`config.mk`:
```
export PLATFORM = sky130hd
export DESIGN_NAME = uart_mmio
export DESIGN_NICKNAME = d
export VERILOG_FILES = /design/src/rtl/uart_mmio.sv
export SDC_FILE = /design/constraint.sdc
export NUM_CORES = 1
export LEC_CHECK = 0
export ABC_AREA = 1
export CORE_ASPECT_RATIO = 0.9
export CORE_MARGIN = 2
export CORE_UTILIZATION = 60
export DETAILED_ROUTE_END_ITERATION = 6
export PLACE_DENSITY = 0.8
export SLEW_MARGIN = 20
export SYNTH_ARGS = -nofsm -noshare
export SYNTH_HDL_FRONTEND = slang
export SYNTH_SLANG_ARGS = --single-unit
```
`constraint.sdc`:
```
create_clock -name clk -period 4.9 [get_ports clk]
set_input_delay 0.49 -clock clk [delete_from_list [all_inputs] [get_ports clk]]
set_output_delay 0.49 -clock clk [all_outputs]
set_load 0.02 [all_outputs]
```
`src/rtl/uart_mmio.sv`:
```
// uart_mmio: memory-mapped 8N1 UART with TX/RX byte FIFOs, baud divider and level irq.
// Define UART_LOOPBACK_EN to add CTRL bit4, which routes the TX stream into RX and holds txd high.
module uart_mmio #(
  parameter int          FIFO_DEPTH  = 8,
  parameter logic [15:0] DEFAULT_DIV = 16'd867,
  parameter int          SYNC_STAGES = 2
) (
  input  logic        clk,
  input  logic        rst_n,
  input  logic [29:0] dev_addr,
  input  logic        dev_re,
  output logic [31:0] dev_rd,
  input  logic        dev_we,
  input  logic [31:0] dev_wd,
  input  logic        rxd,
  output logic        txd,
  output logic        irq
);
  localparam int AW = $clog2(FIFO_DEPTH);
`ifdef UART_LOOPBACK_EN
  localparam int CW = 5;
`else
  localparam int CW = 4;
`endif
  localparam logic [AW:0] ONE = 1;
  typedef enum logic [1:0] {IDLE, START, DATA, STOP} state_t;
  logic [7:0] tx_mem [FIFO_DEPTH];
  logic [7:0] rx_mem [FIFO_DEPTH];
  logic [AW:0] tx_wp_q, tx_rp_q, rx_wp_q, rx_rp_q;
  logic [15:0] div_q;
  logic [CW-1:0] ctrl_q;
  logic [2:0] sticky_q;
  logic irq_q;
  state_t txs_q, txs_d, rxs_q, rxs_d;
  logic [15:0] txc_q, txc_d, rxc_q, rxc_d;
  logic [2:0] txb_q, txb_d, rxb_q, rxb_d;
  logic [7:0] txsh_q, txsh_d, rxsh_q, rxsh_d;
  logic [SYNC_STAGES-1:0] sync_q;
  logic prev_q;
  logic tx_empty, tx_full, rx_empty, rx_full, tx_idle;
  logic wr_data, wr_stat, wr_div, wr_ctrl, rx_pop, tx_push, tx_pop, rx_push, fe_set;
  logic tx_line, rx_in;
  logic [16:0] div_p1;
  logic [15:0] half_m1;
  logic [31:0] status;
  logic unused_ok;
  assign tx_empty = tx_wp_q == tx_rp_q;
  assign rx_empty = rx_wp_q == rx_rp_q;
  assign tx_full  = (tx_wp_q[AW] != tx_rp_q[AW]) && (tx_wp_q[AW-1:0] == tx_rp_q[AW-1:0]);
  assign rx_full  = (rx_wp_q[AW] != rx_rp_q[AW]) && (rx_wp_q[AW-1:0] == rx_rp_q[AW-1:0]);
  assign tx_idle  = tx_empty && txs_q == IDLE;
  assign wr_data  = dev_we && dev_addr == 30'd0;
  assign wr_stat  = dev_we && dev_addr == 30'd1;
  assign wr_div   = dev_we && dev_addr == 30'd2;
  assign wr_ctrl  = dev_we && dev_addr == 30'd3;
  assign rx_pop   = dev_re && dev_addr == 30'd0 && !rx_empty;
  assign tx_push  = wr_data && !tx_full;
  assign div_p1   = {1'b0, div_q} + 17'd1;
  assign half_m1  = div_p1[16:1] - 16'd1;
  assign unused_ok = ^{dev_wd[31:16], div_p1[0]};
  assign tx_line  = txs_q == START ? 1'b0 : txs_q == DATA ? txsh_q[0] : 1'b1;
`ifdef UART_LOOPBACK_EN
  assign rx_in = ctrl_q[4] ? tx_line : sync_q[SYNC_STAGES-1];
  assign txd   = ctrl_q[4] ? 1'b1 : tx_line;
`else
  assign rx_in = sync_q[SYNC_STAGES-1];
  assign txd   = tx_line;
`endif
  assign irq    = irq_q;
  assign status = {25'd0, sticky_q, tx_idle, tx_full, rx_full, !rx_empty};
  // Read data depends on the address only, so the bus can merge partial writes with it.
  assign dev_rd = dev_addr == 30'd0 ? {24'd0, rx_empty ? 8'h00 : rx_mem[rx_rp_q[AW-1:0]]} :
                  dev_addr == 30'd1 ? status :
                  dev_addr == 30'd2 ? {16'd0, div_q} :
                  dev_addr == 30'd3 ? 32'(ctrl_q) : 32'd0;
  always_comb begin
    txs_d = txs_q;
    txc_d = txc_q;
    txb_d = txb_q;
    txsh_d = txsh_q;
    tx_pop = 1'b0;
    if (txs_q == IDLE) begin
      if (ctrl_q[0] && !tx_empty) begin
        tx_pop = 1'b1;
        txsh_d = tx_mem[tx_rp_q[AW-1:0]];
        txc_d = div_q;
        txs_d = START;
      end
    end else if (txc_q != 16'd0) begin
      txc_d = txc_q - 16'd1;
    end else begin
      txc_d = div_q;
      case (txs_q)
        START: begin txs_d = DATA; txb_d = 3'd0; end
        DATA: begin
          txsh_d = txsh_q >> 1;
          txb_d = txb_q + 3'd1;
          txs_d = txb_q == 3'd7 ? STOP : DATA;
        end
        default: txs_d = IDLE;
      endcase
    end
  end
  // RX samples mid-bit: half a period after the falling edge, then every full period.
  always_comb begin
    rxs_d = rxs_q;
    rxc_d = rxc_q;
    rxb_d = rxb_q;
    rxsh_d = rxsh_q;
    rx_push = 1'b0;
    fe_set = 1'b0;
    if (!ctrl_q[1]) begin
      rxs_d = IDLE;
    end else if (rxs_q == IDLE) begin
      if (prev_q && !rx_in) begin
        rxs_d = START;
        rxc_d = half_m1;
      end
    end else if (rxc_q != 16'd0) begin
      rxc_d = rxc_q - 16'd1;
    end else begin
      rxc_d = div_q;
      case (rxs_q)
        START: begin rxs_d = rx_in ? IDLE : DATA; rxb_d = 3'd0; end
        DATA: begin
          rxsh_d = {rx_in, rxsh_q[7:1]};
          rxb_d = rxb_q + 3'd1;
          rxs_d = rxb_q == 3'd7 ? STOP : DATA;
        end
        default: begin rxs_d = IDLE; rx_push = rx_in; fe_set = !rx_in; end
      endcase
    end
  end
  always_ff @(posedge clk) begin
    if (tx_push) tx_mem[tx_wp_q[AW-1:0]] <= dev_wd[7:0];
    if (rx_push && !rx_full) rx_mem[rx_wp_q[AW-1:0]] <= rxsh_q;
  end
  always_ff @(posedge clk or negedge rst_n) begin
    if (!rst_n) begin
      tx_wp_q <= '0;
      tx_rp_q <= '0;
      rx_wp_q <= '0;
      rx_rp_q <= '0;
      div_q <= DEFAULT_DIV;
      ctrl_q <= '0;
      sticky_q <= '0;
      irq_q <= 1'b0;
      txs_q <= IDLE;
      txc_q <= '0;
      txb_q <= '0;
      txsh_q <= '0;
      rxs_q <= IDLE;
      rxc_q <= '0;
      rxb_q <= '0;
      rxsh_q <= '0;
      sync_q <= '1;
      prev_q <= 1'b1;
    end else begin
      tx_wp_q <= tx_push ? tx_wp_q + ONE : tx_wp_q;
      tx_rp_q <= tx_pop ? tx_rp_q + ONE : tx_rp_q;
      rx_wp_q <= rx_push && !rx_full ? rx_wp_q + ONE : rx_wp_q;
      rx_rp_q <= rx_pop ? rx_rp_q + ONE : rx_rp_q;
      div_q <= wr_div ? dev_wd[15:0] : div_q;
      ctrl_q <= wr_ctrl ? dev_wd[CW-1:0] : ctrl_q;
      sticky_q <= (sticky_q & ~(wr_stat ? dev_wd[6:4] : 3'd0)) |
                  {wr_data && tx_full, fe_set, rx_push && rx_full};
      irq_q <= (ctrl_q[2] && !rx_empty) || (ctrl_q[3] && tx_idle);
      txs_q <= txs_d;
      txc_q <= txc_d;
      txb_q <= txb_d;
      txsh_q <= txsh_d;
      rxs_q <= rxs_d;
      rxc_q <= rxc_d;
      rxb_q <= rxb_d;
      rxsh_q <= rxsh_d;
      sync_q <= {sync_q[SYNC_STAGES-2:0], rxd};
      prev_q <= rx_in;
    end
  end
endmodule
```
==> implementation parameters <==
Parameter                              Value

Status
  Run status    complete, no violations

Final layout
  Combined area of the multi-input logic cells    4660 sq um
  Final core utilization    69.8%
  Sequential Area    6380 sq um
  Area growth from synthesis to layout    14.3%
  Total number of nets in the final design    1444
  Layout fillers    1433
  Fraction of final layout cells with drive strength greater than 1    7.78%
  Number of inserted diodes    0
  Fin cells    1625

Route
  Final ANT Viol Nets    0
  Initial detailed-routing violation count    906
  Average via count per standard cell    5.83
  Total DRC errors in the routed layout    0
  First-pass detailed-route iteration total    6
  Total via count after detailed routing    9466
  Average wire per cell in the routed design    17.1 um
  Post-Route WL    27.7 mm

Clocking
  Number of hold buffers added after CTS    0
  Clock latency reported for the late side of the worst-skew pair    520 ps
  Number of H-tree branching levels    1
  CTS max path bufs    3
  CTS root buf    clkbuf_16
  Post-CTS repair timing setup buffer count    0
  TritonCTS clock tree    yes
  Sink Count    229
  Number of gates resized after cts    0
  Number of buffers added by the clock tree synthesis step    24
  Clock transition time at the flip-flop clock pins of the worst setup and hold paths    60 ps

Die
  Effective utilization at floorplan    61.0%
  Die span in y    136 um
  Total die area    20600 sq um
  Die Wd    151 um
  Ports placed on the boundary    101
  Core box area    19200 sq um
  Number of rows in the core area    48

Logic synthesis
  Seq cells post-synth    229
  Flip-flop cell with the highest count after synthesis    edfxtp_1
  Area share of the largest cell type after synthesis    32.9%
  Synth Cell Area    11700 sq um
  Share of synthesized flip-flops with an asynchronous set or reset    44.1%
  Library cells used by synthesis    46
  Number of enable-type register cells in the synthesized netlist    128
  Per-instance average area after synthesis    9.07 sq um
  Sequential element share of the synthesized area    54.6%
  Cell taking the most area after synthesis    edfxtp_1
  Gate count of the mapped netlist    1290
  Dominant cells by area after synthesis    edfxtp_1 33%, dfrtp_1 20%, nand2_1 8.0%, nor2_1 5.6%, o21ai_0 5.6%
  Yosys warns    0

Setup path
  Reg-to-reg critical path endpoint    txc_q[10]
  CP Buf/Inv Count    2
  Startpoint kind of the worst setup timing path    flip-flop
  Reg2reg start    tx_rp_q[1]
  Data required, critical path    4410 ps
  Crit-path leading delay family    buffers and inverters
  CP Cell Sequence    inv_1 > nand2_1 > a21oi_1 > nand3b_1 > a21oi_1 > o21ai_0 > nand2_1 > clkdlybuf4s50_1
  Depth of the worst register-to-register path    10
  Endpoint kind of the worst setup timing path    output pin
  Worst-path fanout max    20
  Delay of the slowest cell on the worst path    650 ps
  Type of the setup path with the least slack    reg2out
  R2r setup slk    1680 ps
  Arrival time at the worst endpoint    3410 ps
  Slowest stage cell, crit path    dfrtp_1

STA
  Hold WS    67.0 ps
  # setup viols final    0
  Worst Max-Slew Pin Slew    983 ps
  Tightest slew margin relative to the limit    34.5%
  Setup ws final    996 ps
  Hold Fails Final Rpt    0
  Portion of the clock cycle consumed by the worst path in the final layout    79.7%
  Max Clock Freq    256 MHz
  Number of pins exceeding their max-slew limit in the final report    0
  Final critical-path required period    3900 ps
  Accumulated negative setup slack    0 ps
  Clock skew    16.5 ps
  Unrepaired setup endpoints after global routing    false

Place
  Final Wtd Congestion    0.971
  Detail Placement HPWL    18.7 mm
  Minimum setup slack after placement    1120 ps
  Count of input and output buffers    68
  Number of cells after detailed placement    1581

Pwr
  Power density relative to cell area    351 nW/um^2
  Leakage power total    5.43 nW
  Peak supply drop    0.000252 V

GRT
  Wire length of the first global-routing pass    44.5 mm
  Largest net degree at the start of global routing    64
  Antenna violations before repair    0
  Global routing usage summed across all routing layers    27.6%
  Vias in the first global route    8786
  Overall overflow remaining after global route    0

Hold path
  Worst Hold Class    in2async

Job
  Count of maximum capacitance violations    0
[cell families after synthesis]
| family | after synthesis | share of synthesized area (%) |
|---|---|---|
| compound gates | 254 | 12.5 |
| flops | 229 | 54.6 |
| xor+xnor | 29 | 2.17 |
| mux | 7 | 0.674 |
| other cells | 1 | 0.0321 |
| simple gates | 584 | 21.8 |
| fa+ha+maj | 20 | 2.14 |
| buf+inv | 166 | 6.08 |
[state kept, by name, indices dropped and copies added, names as in the netlist]
name	count
rx_mem	64
rx_wp_q	4
div_q	16
prev_q	1
sync_q	2
txsh_q	8
tx_mem	64
rxsh_q	8
ctrl_q	4
txc_q	16
tx_wp_q	4
txs_q	2
rx_rp_q	4
rxs_q	2
irq	1
rxb_q	3
tx_rp_q	4
txb_q	3
rxc_q	16
sticky_q	3
[how the worst max path moves through the flow]
stage | depth (start not counted) | end | startpoint | slack, ps
after floorplan | 7 | tx_mem[0][0] | dev_addr[29] | 2290
after global placement | 13 | dev_rd[0] | dev_addr[3] | 1210
after detailed placement | 13 | dev_rd[2] | dev_addr[14] | 1120
after CTS | 8 | dev_rd[2] | tx_rp_q[1] | 1060
after global routing | 8 | dev_rd[2] | tx_rp_q[1] | 860
final | 8 | dev_rd[2] | tx_rp_q[1] | 1000
[Yosys cell counts, types with 4 or more instances]
cell / instances
nand2_1: 250
nor2_1: 176
o21ai_0: 132
edfxtp_1: 128
inv_1: 100
dfrtp_1: 92
nand3_1: 73
a21oi_1: 35
o221ai_1: 28
clkbuf_1: 26
nor3_1: 26
xor2_1: 24
ha_1: 20
buf_4: 19
a31oi_1: 18
nand4_1: 14
o21ai_1: 14
buf_2: 13
nor2_2: 10
o22ai_1: 10
dfstp_2: 9
nand2_2: 9
o211ai_1: 8
mux2_2: 7
nand3_2: 5
xnor2_1: 5
nor2_4: 4
nor4_1: 4
[metrics by stage]
stage          area, sq um  power, mW
4_1_cts              13400       4.71
6_report             13400       4.70
5_1_grt              13400       4.89
3_3_place_gp         12600       2.86
3_5_place_dp         12600       2.88
2_1_floorplan        11800       2.70
[power breakdown]
| part | internal, mW | switching [mW] | total [mW] |
|---|---|---|---|
| logic | 0.234 | 0.395 | 0.629 |
| registers | 2.14 | 0.0924 | 2.23 |
| clock network | 1.10 | 0.732 | 1.84 |
| total | 3.48 | 1.22 | 4.70 |
[placed cells by master (no fill, tap or decap), types with 7 or more instances in the layout]
cell             count
clkbuf_16           25
mux2_2               7
dfstp_2              9
nor3_1              26
nand2_2              9
clkinv_1             9
xor2_1              24
a31oi_1             18
nand2_1            250
o21ai_0            132
o22ai_1             10
edfxtp_1           128
nor2_2               9
a21oi_1             35
o221ai_1            28
buf_4               19
nand4_1             14
o21ai_1             14
conb_1              16
nor2_1             176
o211ai_1             8
clkdlybuf4s50_1     67
nand3_1             73
ha_1                20
inv_1              100
dfrtp_1             92
[area by class of cell]
cell class	count	area share (%)
Sequential cell	229	47.7
Timing Repair Buffer	86	6.08
Tap cell	250	2.34
Clock buffer	30	4.89
Clock inverter	14	1.10
Inverter	106	2.98
Multi-Input combinational cell	910	34.9
[routing by layer]
layer / part of all wire (%) / global-route usage, % / vias to the layer above / wire length [um]
li1: - / - / 4547 / -
met1: 43 / 39.1 / 4486 / 11900
met2: 48 / 45.4 / 384 / 13300
met3: 7.0 / 3.79 / 49 / 1950
met4: 2.3 / 6.96 / 0 / 627
met5: 0 / 0 / - / 0
Note: power is estimated with default switching activity, not from simulation.
